$ cat src/rtl/mna_pkg.sv
// Shared definitions for the NoC network-adapter flit builder and receiver.
// Flit layout: {type[1:0], vc[2:0], payload[31:0]}.
package mna_pkg;

    localparam int FLIT_W = 37;
    localparam int ADDR_W = 32;
    localparam int DATA_W = 32;
    localparam int VC_NUM = 8;
    localparam int VC_W   = 3;

    localparam int TYPE_MSB    = 36;
    localparam int TYPE_LSB    = 35;
    localparam int VC_MSB      = 34;
    localparam int VC_LSB      = 32;
    localparam int PAYLOAD_MSB = 31;

    localparam logic [1:0] FT_INV  = 2'b00;
    localparam logic [1:0] FT_HDR  = 2'b01;
    localparam logic [1:0] FT_BODY = 2'b10;
    localparam logic [1:0] FT_TAIL = 2'b11;

    typedef enum logic [1:0] {
        WAIT_HDR  = 2'd0,
        WAIT_BODY = 2'd1,
        WAIT_TAIL = 2'd2,
        HOLD      = 2'd3
    } rx_state_t;

endpackage

$ cat src/rtl/mna_credit_gen.sv
// Registered VC-id to one-hot credit pulse, one cycle wide per consumed flit.
// Shared by the master- and slave-side network adapters.
module mna_credit_gen #(
    parameter int VC_NUM_P = 8,
    parameter int VC_W_P   = 3
) (
    input  logic                clk,
    input  logic                rst_n,
    input  logic                valid_i,
    input  logic [VC_W_P-1:0]   vc_i,
    output logic [VC_NUM_P-1:0] credit_o
);

    localparam logic [VC_NUM_P-1:0] ONE = {{(VC_NUM_P-1){1'b0}}, 1'b1};

    logic [VC_NUM_P-1:0] credit_q;

    // One credit bit per consumed flit, cleared in every other cycle
    always_ff @(posedge clk or negedge rst_n) begin
        if (!rst_n) begin
            credit_q <= '0;
        end else if (valid_i) begin
            credit_q <= ONE << vc_i;
        end else begin
            credit_q <= '0;
        end
    end

    assign credit_o = credit_q;

endmodule

$ cat src/rtl/mna_flit_receiver.sv
// Slave-side NoC adapter receiver: reassembles header/body/tail flits
// into one bridge request and returns a credit for every consumed flit.
module mna_flit_receiver
    import mna_pkg::*;
(
    input  logic              clk,
    input  logic              rst_n,
    input  logic [FLIT_W-1:0] flit_i,
    input  logic              flit_valid_i,
    output logic              flit_ready_o,
    output logic [VC_NUM-1:0] credit_o,
    output logic              req_valid_o,
    input  logic              req_ready_i,
    output logic [ADDR_W-1:0] req_addr_o,
    output logic              req_write_o,
    output logic [DATA_W-1:0] req_wdata_o,
    output logic              err_o
);

    rx_state_t         state_q;
    logic [VC_W-1:0]   vc_q;
    logic [ADDR_W-1:0] addr_q;
    logic [DATA_W-1:0] wdata_q;
    logic [ADDR_W-1:0] req_addr_q;
    logic [DATA_W-1:0] req_wdata_q;
    logic              req_write_q;
    logic              err_q;

    logic [1:0]        f_type;
    logic [VC_W-1:0]   f_vc;
    logic [DATA_W-1:0] f_pay;
    logic              accept;
    logic              is_hdr;
    logic              vc_ok;

    assign f_type = flit_i[TYPE_MSB:TYPE_LSB];
    assign f_vc   = flit_i[VC_MSB:VC_LSB];
    assign f_pay  = flit_i[PAYLOAD_MSB:0];

    assign flit_ready_o = (state_q != HOLD);
    assign accept       = flit_valid_i && flit_ready_o;
    assign is_hdr       = (f_type == FT_HDR);
    assign vc_ok        = (f_vc == vc_q);

    // Packet FSM; staging regs feed the request outputs only when the tail
    // lands, so the bridge-facing fields never change outside HOLD
    always_ff @(posedge clk or negedge rst_n) begin
        if (!rst_n) begin
            state_q     <= WAIT_HDR;
            vc_q        <= '0;
            addr_q      <= '0;
            wdata_q     <= '0;
            req_addr_q  <= '0;
            req_wdata_q <= '0;
            req_write_q <= 1'b0;
            err_q       <= 1'b0;
        end else begin
            err_q <= 1'b0;
            case (state_q)
                WAIT_HDR: begin
                    if (accept) begin
                        if (is_hdr) begin
                            vc_q    <= f_vc;
                            addr_q  <= f_pay;
                            state_q <= WAIT_BODY;
                        end else begin
                            err_q <= 1'b1;
                        end
                    end
                end
                WAIT_BODY: begin
                    if (accept) begin
                        if (f_type == FT_BODY && vc_ok) begin
                            wdata_q <= f_pay;
                            state_q <= WAIT_TAIL;
                        end else if (is_hdr) begin
                            err_q   <= 1'b1;
                            vc_q    <= f_vc;
                            addr_q  <= f_pay;
                            state_q <= WAIT_BODY;
                        end else begin
                            err_q   <= 1'b1;
                            state_q <= WAIT_HDR;
                        end
                    end
                end
                WAIT_TAIL: begin
                    if (accept) begin
                        if (f_type == FT_TAIL && vc_ok) begin
                            req_addr_q  <= addr_q;
                            req_wdata_q <= wdata_q;
                            req_write_q <= f_pay[0];
                            state_q     <= HOLD;
                        end else if (is_hdr) begin
                            err_q   <= 1'b1;
                            vc_q    <= f_vc;
                            addr_q  <= f_pay;
                            state_q <= WAIT_BODY;
                        end else begin
                            err_q   <= 1'b1;
                            state_q <= WAIT_HDR;
                        end
                    end
                end
                HOLD: begin
                    if (req_ready_i) begin
                        state_q <= WAIT_HDR;
                    end
                end
                default: state_q <= WAIT_HDR;
            endcase
        end
    end

    assign req_valid_o = (state_q == HOLD);
    assign req_addr_o  = req_addr_q;
    assign req_wdata_o = req_wdata_q;
    assign req_write_o = req_write_q;
    assign err_o       = err_q;

    mna_credit_gen #(
        .VC_NUM_P (VC_NUM),
        .VC_W_P   (VC_W)
    ) u_credit (
        .clk      (clk),
        .rst_n    (rst_n),
        .valid_i  (accept),
        .vc_i     (f_vc),
        .credit_o (credit_o)
    );

endmodule

$ cat config.mk
export PLATFORM = sky130hd
export DESIGN_NAME = mna_flit_receiver
export DESIGN_NICKNAME = d
export VERILOG_FILES = /design/src/rtl/mna_pkg.sv /design/src/rtl/mna_credit_gen.sv /design/src/rtl/mna_flit_receiver.sv
export SDC_FILE = /design/constraint.sdc
export NUM_CORES = 1
export LEC_CHECK = 0
export ABC_AREA = 1
export CAP_MARGIN = 20
export CORE_UTILIZATION = 45
export DETAILED_ROUTE_END_ITERATION = 8
export PLACE_DENSITY = 0.77
export SYNTH_ARGS = -nofsm -noshare
export SYNTH_HDL_FRONTEND = slang
export SYNTH_SLANG_ARGS = --single-unit
$ cat constraint.sdc
create_clock -name clk -period 2 [get_ports clk]
set_input_delay 0.4 -clock clk [delete_from_list [all_inputs] [get_ports clk]]
set_output_delay 0.4 -clock clk [all_outputs]
set_load 0.01 [all_outputs]
==> results of run 1 <==
## logic make-up (layout without fill, tap and decap cells)
kind of cell | count (synthesis) | after routing
AOI/OAI and AO/OA | 40 | 40
xor gates and xnor gates | 1 | 1
adders and majority gates | 5 | 5
buffers and inverters | 100 | 223
DFF | 143 | 143
and+or+nand+nor | 375 | 375
## worst max-delay path, cell delays in order (launching register included)
cell     delay [ns]
dfrtp_1        0.38
buf_4          0.15
inv_1          0.10
ha_1           0.22
buf_6          0.31
nand3_1        0.18
buf_4          0.25
nand2_1        0.09
nand2_1        0.06
## layout by cell type (no fill, tap or decap), types with 2 or more instances in the layout
cell,n
a21oi_1,2
buf_12,7
buf_4,16
buf_6,2
clkbuf_16,17
clkdlybuf4s50_1,113
clkinv_4,2
clkinvlp_4,3
dfrtp_1,143
ha_1,3
ha_2,2
inv_1,46
inv_2,4
inv_6,6
inv_8,2
nand2_1,254
nand3_1,4
nand4_1,101
nor2_1,10
nor2_4,2
o21ai_0,6
o21ai_1,30
## per-stage QoR
step	utilization	setup slack [ns]
final	0.624	0.143
after global routing	0.624	0.000385
after CTS	0.623	0.0383
after detailed placement	0.576	-0.0700
after global placement	0.576	-0.0249
after floorplan	-	0.344
## flip-flops by register name (all words and copies together), names as in the netlist
| name | count |
|---|---|
| addr_q | 32 |
| req_addr_o | 32 |
| req_wdata_o | 32 |
| wdata_q | 32 |
| u_credit.credit_o | 8 |
| vc_q | 3 |
| state_q | 2 |
| err_o | 1 |
| req_write_o | 1 |
## repair_timing
| action | 4_1_cts | 5_1_grt |
|---|---|---|
| buffers inserted | 2 | 0 |
| hold endpoints to repair | 38 | 0 |
| hold buffers | 1 | 0 |
| endpoints found under the setup margin | 2 | 24 |
| resized for setup | 2 | 2 |
## how the worst max path moves through the flow
stage / startpoint / end / slack [ns] / cells past startpoint
global placement: flit_i[34] / wdata_q[28]$_DFFE_PN0P_ / -0.02 / 8
finish: state_q[1]$_DFFE_PN0P_ / wdata_q[26]$_DFFE_PN0P_ / 0.14 / 8
global route: state_q[0]$_DFFE_PN0P_ / addr_q[0]$_DFFE_PN0P_ / 0.0004 / 9
CTS: state_q[1]$_DFFE_PN0P_ / wdata_q[26]$_DFFE_PN0P_ / 0.04 / 8
detailed placement: flit_i[33] / wdata_q[24]$_DFFE_PN0P_ / -0.07 / 9
floorplan: state_q[0]$_DFFE_PN0P_ / addr_q[11]$_DFFE_PN0P_ / 0.34 / 10
## report_power, final
group	internal [mW]	total, mW	leakage, nW	switching, mW
Sequential	3.48	3.82	1.92	0.340
Combinational	0.514	1.34	1.93	0.831
Clock	1.75	3.04	0.276	1.28
Total	5.75	8.20	4.13	2.46
## area by class of cell
type,count,area (sq um)
repair buffers,141,1450
clock buffers,17,425
fillers,1062,4820
clock inverters,15,150
well taps,172,215
flip-flops and latches,143,3580
inverters,50,188
multi-input cells,421,2000
## metal layers
metal  vias up  routed length, microns  track usage
li1       2406                       -            -
met1      2510                    6340        0.296
met2       209                    7120        0.363
met3        20                     982       0.0504
met4         0                     238       0.0841
met5         -                       0            0
==> run_results.csv, run 1 <==
group,metric,value,unit
run_status,status,"finished clean",
route,postRouteWirelength,14.7,mm
layout,antennaDiodeCount,0,
floorplanning,starting_density,0.468,
worst_setup_path,timing_worst_setup_path_type,"register to register",
floorplanning,chipHeight,117,microns
logic_synthesis,syn_area_per_cell,9.04,sq um
worst_setup_path,worstReg2RegStart,"state_q[1]$_DFFE_PN0P_",
cts,number_of_buffers_created_by_cts,17,
logic_synthesis,netlist_instances,664,
floorplanning,floorplan.core_area,12800,sq um
logic_synthesis,yosys_warnings,0,
floorplanning,io_pins,117,
layout,final_design_area_no_fill,8000,sq um
logic_synthesis,post_synthesis_share_of_cell_area_spent_on_xor_and_xnor_gates,0.00271,
worst_setup_path,crit_path_max_fanout,35,
pwr,total_power,8.20,mW
worst_hold_path,hp-class,"input pin to asynchronous set/reset pin",
logic_synthesis,multiplexer_share_of_the_synthesized_area,0,
worst_setup_path,timing.rr.end,"wdata_q[26]$_DFFE_PN0P_",
logic_synthesis,netlist-cell-type-count,23,
logic_synthesis,number_of_enable_flip_flop_cells_after_synthesis,0,
global_route,overflow,0,
worst_setup_path,worst-endpoint-arrival,2.15,ns
cts,h_tree_levels,4,
global_route,via_count_of_the_first_global_routing_pass,5113,
cts,cts_tree,"built",
logic_synthesis,synth_top_cells_by_area,"dfrtp_1, nand2_1, nand4_1, inv_1, o21ai_1",
logic_synthesis,yosysTopAreaCellShare,0.596,
sta,min_period_over_period,0.928,
cts,cts.clk_slew.worst_paths,0.06,ns
layout,layout.nets,820,
layout,number_of_standard_cells_in_the_final_layout_excluding_fillers,959,
sta,tns,0,ns
cts,clock_sink_count,143,
logic_synthesis,synth_adder_area_share,0.0104,
logic_synthesis,synth_largest_area_cell,"dfrtp_1",
logic_synthesis,combinational_family_with_the_most_area_after_synthesis,"simple AND/OR/NAND/NOR gates",
cts,ctsRootBufferMaster,"clkbuf_16",
sta,timing.clock.skew,0.0140,ns
global_route,grt_pass1_wl,24.7,mm
global_route,antenna_found_initial,0,
cts,clockBufferDepth,2,
logic_synthesis,yosys.cell_count.top_type,"nand2_1",
floorplanning,rows,41,
worst_setup_path,timing.reg2reg.worst_path_depth,8,
pwr,p_per_area,1030,nW/um^2
worst_setup_path,regToRegSetupSlack,0.14,ns
logic_synthesis,ys_seq_area_frac,0.596,
logic_synthesis,synth_top_flop_cell,"dfrtp_1",
logic_synthesis,synth-compound-area-share,0.0342,
sta,setup_violation_total_in_the_final_timing_report,0,
place,numPlacedInstances,924,
floorplanning,die-area,13800,sq um
sta,finalMaxSlewViolations,0,
cts,clock_latency,0.41,ns
worst_setup_path,critical_path.endpoint_type,"register",
floorplanning,die_w,117,microns
logic_synthesis,asyncSetResetFlopFracSynth,1.00,
worst_setup_path,cp-start-kind,"register",
sta,max_freq,539,MHz
place,finalWeightedCongestion,0.818,
sta,timing.slew.headroom,0.693,
logic_synthesis,synth_seq_cells,143,
route,drt_drc_violations_left,0,
logic_synthesis,synth_commonest_cells,"nand2_1, dfrtp_1, nand4_1",
route,starting_drt_drc_count,421,
sta,rsz0062_at_grt,"false",
layout,area_growth_syn_to_layout,33.3,%
logic_synthesis,post_synth_and_or_nand_nor_area_fraction,0.281,
logic_synthesis,synthesis.area,6000,sq um
layout,ratio_of_cells_with_drive_above_1_in_the_final_layout,0.0889,
worst_setup_path,worstPathRequired,2.29,ns
route,post_drt_wl_per_cell,15.3,microns
sta,hold_ws,0.469,ns
sta,report.final.hold_viol_count,0,
pwr,leakage,4.13,nW
route,detail_route.vias_per_cell,5.36,
logic_synthesis,syn-num-nets,710,
pwr,worst_ir_drop_vdd,0.000568,V
global_route,grt.total_usage,0.224,
sta,layout_min_cycle_time,1.86,ns
place,buffer_ports.inserted,116,
place,detailed_place.area,7390,sq um
route,vias,5145,
place,dp_hpwl,9.84,mm
global_route,grt_max_degree,62,
route,ant_nets,0,
sta,max_slew.worst_pin.slew,0.460,ns
run,max-cap-violations,0,
route,detail_route.first_pass.iterations,5,
No activity file was read; power rests on OpenSTA's default activity.
==> run 2, diff against run 1 <==
--- a/config.mk
+++ b/config.mk
@@ -7,6 +7,7 @@
 export LEC_CHECK = 0
 export ABC_AREA = 1
 export CAP_MARGIN = 20
+export CORE_MARGIN = 2
 export CORE_UTILIZATION = 45
 export DETAILED_ROUTE_END_ITERATION = 8
 export PLACE_DENSITY = 0.77
==> run 2 against run 1 <==
  * Sequential share of layout area shrank 0.21 points
  * Clock skew shrank 0.0060 ns
  * Final cell count grew 0.31%
  * Hold slack lost 0.00074 ns
  * Die area grew 3.4%
  * Sequential power is essentially flat
  * Highest routed layer unchanged
==> run_results.csv, run 2 (synthesized netlist as in run 1, its figures left out) <==
group,metric,value,unit
run_status,status,"finished clean",
layout,number_of_standard_cells_in_the_final_layout_excluding_fillers,962,
sta,max_slew.worst_pin.slew,0.513,ns
layout,layout.nets,820,
worst_setup_path,timing_worst_setup_path_type,"register to register",
sta,finalMaxSlewViolations,0,
cts,clockBufferDepth,2,
sta,min_period_over_period,0.932,
layout,most-common-layout-cells,"nand2_1, dfrtp_1, clkdlybuf4s50_1",
sta,layout_min_cycle_time,1.86,ns
cts,h_tree_levels,4,
route,ant_nets,0,
global_route,via_count_of_the_first_global_routing_pass,4807,
run,max-cap-violations,0,
worst_setup_path,worstPathRequired,2.30,ns
sta,timing.slew.headroom,0.658,
cts,number_of_buffers_added_for_setup_after_cts,0,
sta,report.final.hold_viol_count,0,
floorplanning,floorplan.core_area,13100,sq um
worst_hold_path,hp-class,"register to register",
layout,area_growth_syn_to_layout,34.0,%
place,numPlacedInstances,930,
pwr,switching_share,0.277,
place,finalWeightedCongestion,0.912,
global_route,grt_max_degree,71,
worst_setup_path,cp-start-kind,"register",
global_route,grt.total_usage,0.215,
pwr,p_per_area,1020,nW/um^2
floorplanning,rows,42,
sta,max_freq,537,MHz
floorplanning,die-area,14300,sq um
global_route,grt_pass1_wl,23.9,mm
place,dp_hpwl,9.65,mm
floorplanning,io_pins,117,
sta,hold_ws,0.469,ns
place,buffer_ports.inserted,116,
cts,number_of_buffers_created_by_cts,17,
pwr,clock_power_share,0.375,
route,post_drt_wl_per_cell,15.3,microns
pwr,worst_ir_drop_vdd,0.000563,V
pwr,leakage,4.14,nW
pwr,share_comb_of_total_power,0.159,
route,starting_drt_drc_count,473,
route,vias,5059,
worst_setup_path,worst-endpoint-arrival,2.16,ns
route,detail_route.first_pass.iterations,5,
layout,layout.cells.most_common,"nand2_1",
pwr,netSwitchingPower,2.27,mW
layout,ratio_of_cells_with_drive_above_1_in_the_final_layout,0.0840,
sta,setup_violation_total_in_the_final_timing_report,0,
cts,clock_latency,0.42,ns
worst_setup_path,critical_path.endpoint_type,"register",
cts,cts_tree,"built",
pwr,internal_power,5.95,mW
layout,antennaDiodeCount,0,
route,drt_drc_violations_left,0,
floorplanning,die_w,119,microns
sta,timing.clock.skew,0.00801,ns
floorplanning,chipHeight,119,microns
pwr,pwr-share-seq,0.466,
cts,ctsRootBufferMaster,"clkbuf_16",
cts,cts.clk_slew.worst_paths,0.06,ns
route,postRouteWirelength,14.7,mm
cts,clock_sink_count,143,
sta,rsz0062_at_grt,"false",
global_route,overflow,0,
worst_setup_path,crit_path_max_fanout,35,
floorplanning,starting_density,0.457,
global_route,antenna_found_initial,0,
route,detail_route.vias_per_cell,5.26,
==> run 2: changes by cell type in the layout (fill, tap and decap cells not counted), moves of 2 or more <==
cell        before  now
inv_8            2    0
clkinvlp_4       3    0
clkbuf_1         0    5
clkbuf_8         0    4
inv_6            6    0
buf_12           7    9
==> run 2: worst paths after layout <==
kind	start	to	slack [ns]	cells after the start
max	state_q[1]$_DFFE_PN0P_	wdata_q[3]$_DFFE_PN0P_	0.14	7
min	req_addr_o[1]$_DFFE_PN0P_	req_addr_o[1]$_DFFE_PN0P_	0.47	2
max reg2reg	state_q[1]$_DFFE_PN0P_	wdata_q[3]$_DFFE_PN0P_	0.14	7
min reg2reg	req_addr_o[1]$_DFFE_PN0P_	req_addr_o[1]$_DFFE_PN0P_	0.47	2
max in group asynchronous	rst_n	req_addr_o[28]$_DFFE_PN0P_	0.89	3
min in group asynchronous	rst_n	err_o$_DFF_PN0_	0.50	2
==> run 2: worst max-delay path, stage by stage, from the launching register on <==
cell     delay (ns)
dfrtp_1        0.43
inv_1          0.14
ha_1           0.20
buf_4          0.40
nand3_1        0.16
buf_4          0.26
nand2_1        0.08
nand2_1        0.06
==> run 2: power groups by stage <==
stage                     Sequential (mW)  Clock, mW  Combinational (mW)
after floorplan                      3.77          0               0.834
after detailed placement             3.86          0                1.29
after CTS                            3.82       3.12                1.31
after global placement               3.83          0                1.22
final                                3.83       3.08                1.31
after global routing                 3.90       3.23                1.48
==> run 2: routing by layer <==
layer / vias to the layer above / wire length, microns / GRT usage
li1: 2403 / - / -
met1: 2432 / 6430 / 0.290
met2: 192 / 7200 / 0.334
met3: 32 / 752 / 0.0465
met4: 0 / 339 / 0.102
met5: - / 0 / 0
==> run 2: metrics by stage <==
step                area (sq um)  setup slack (ns)  utilization  total power [mW]  setup TNS, ns
floorplan                   6000             0.344            -              4.61              0
global placement            7440          -0.00546        0.566              5.05        -0.0138
detailed placement          7440           -0.0682        0.566              5.15          -2.06
CTS                         8040           0.00342        0.612              8.26              0
global route                8040           0.00714        0.612              8.61              0
finish                      8040             0.137        0.612              8.22              0
==> run 2: cell type report <==
type / count / area [sq um]
fillers: 1101 / 5100
flip-flops and latches: 143 / 3580
multi-input cells: 421 / 2010
repair buffers: 141 / 1470
clock buffers: 26 / 499
well taps: 176 / 220
inverters: 50 / 188
clock inverters: 5 / 78.8
==> run 2: timing repair <==
action | 4_1_cts | 5_1_grt
setup endpoints to repair | 2 | 1
hold buffers | 1 | 0
gates cloned | 0 | 0
resized for setup | 4 | 2
endpoints found under the hold margin | 49 | 0
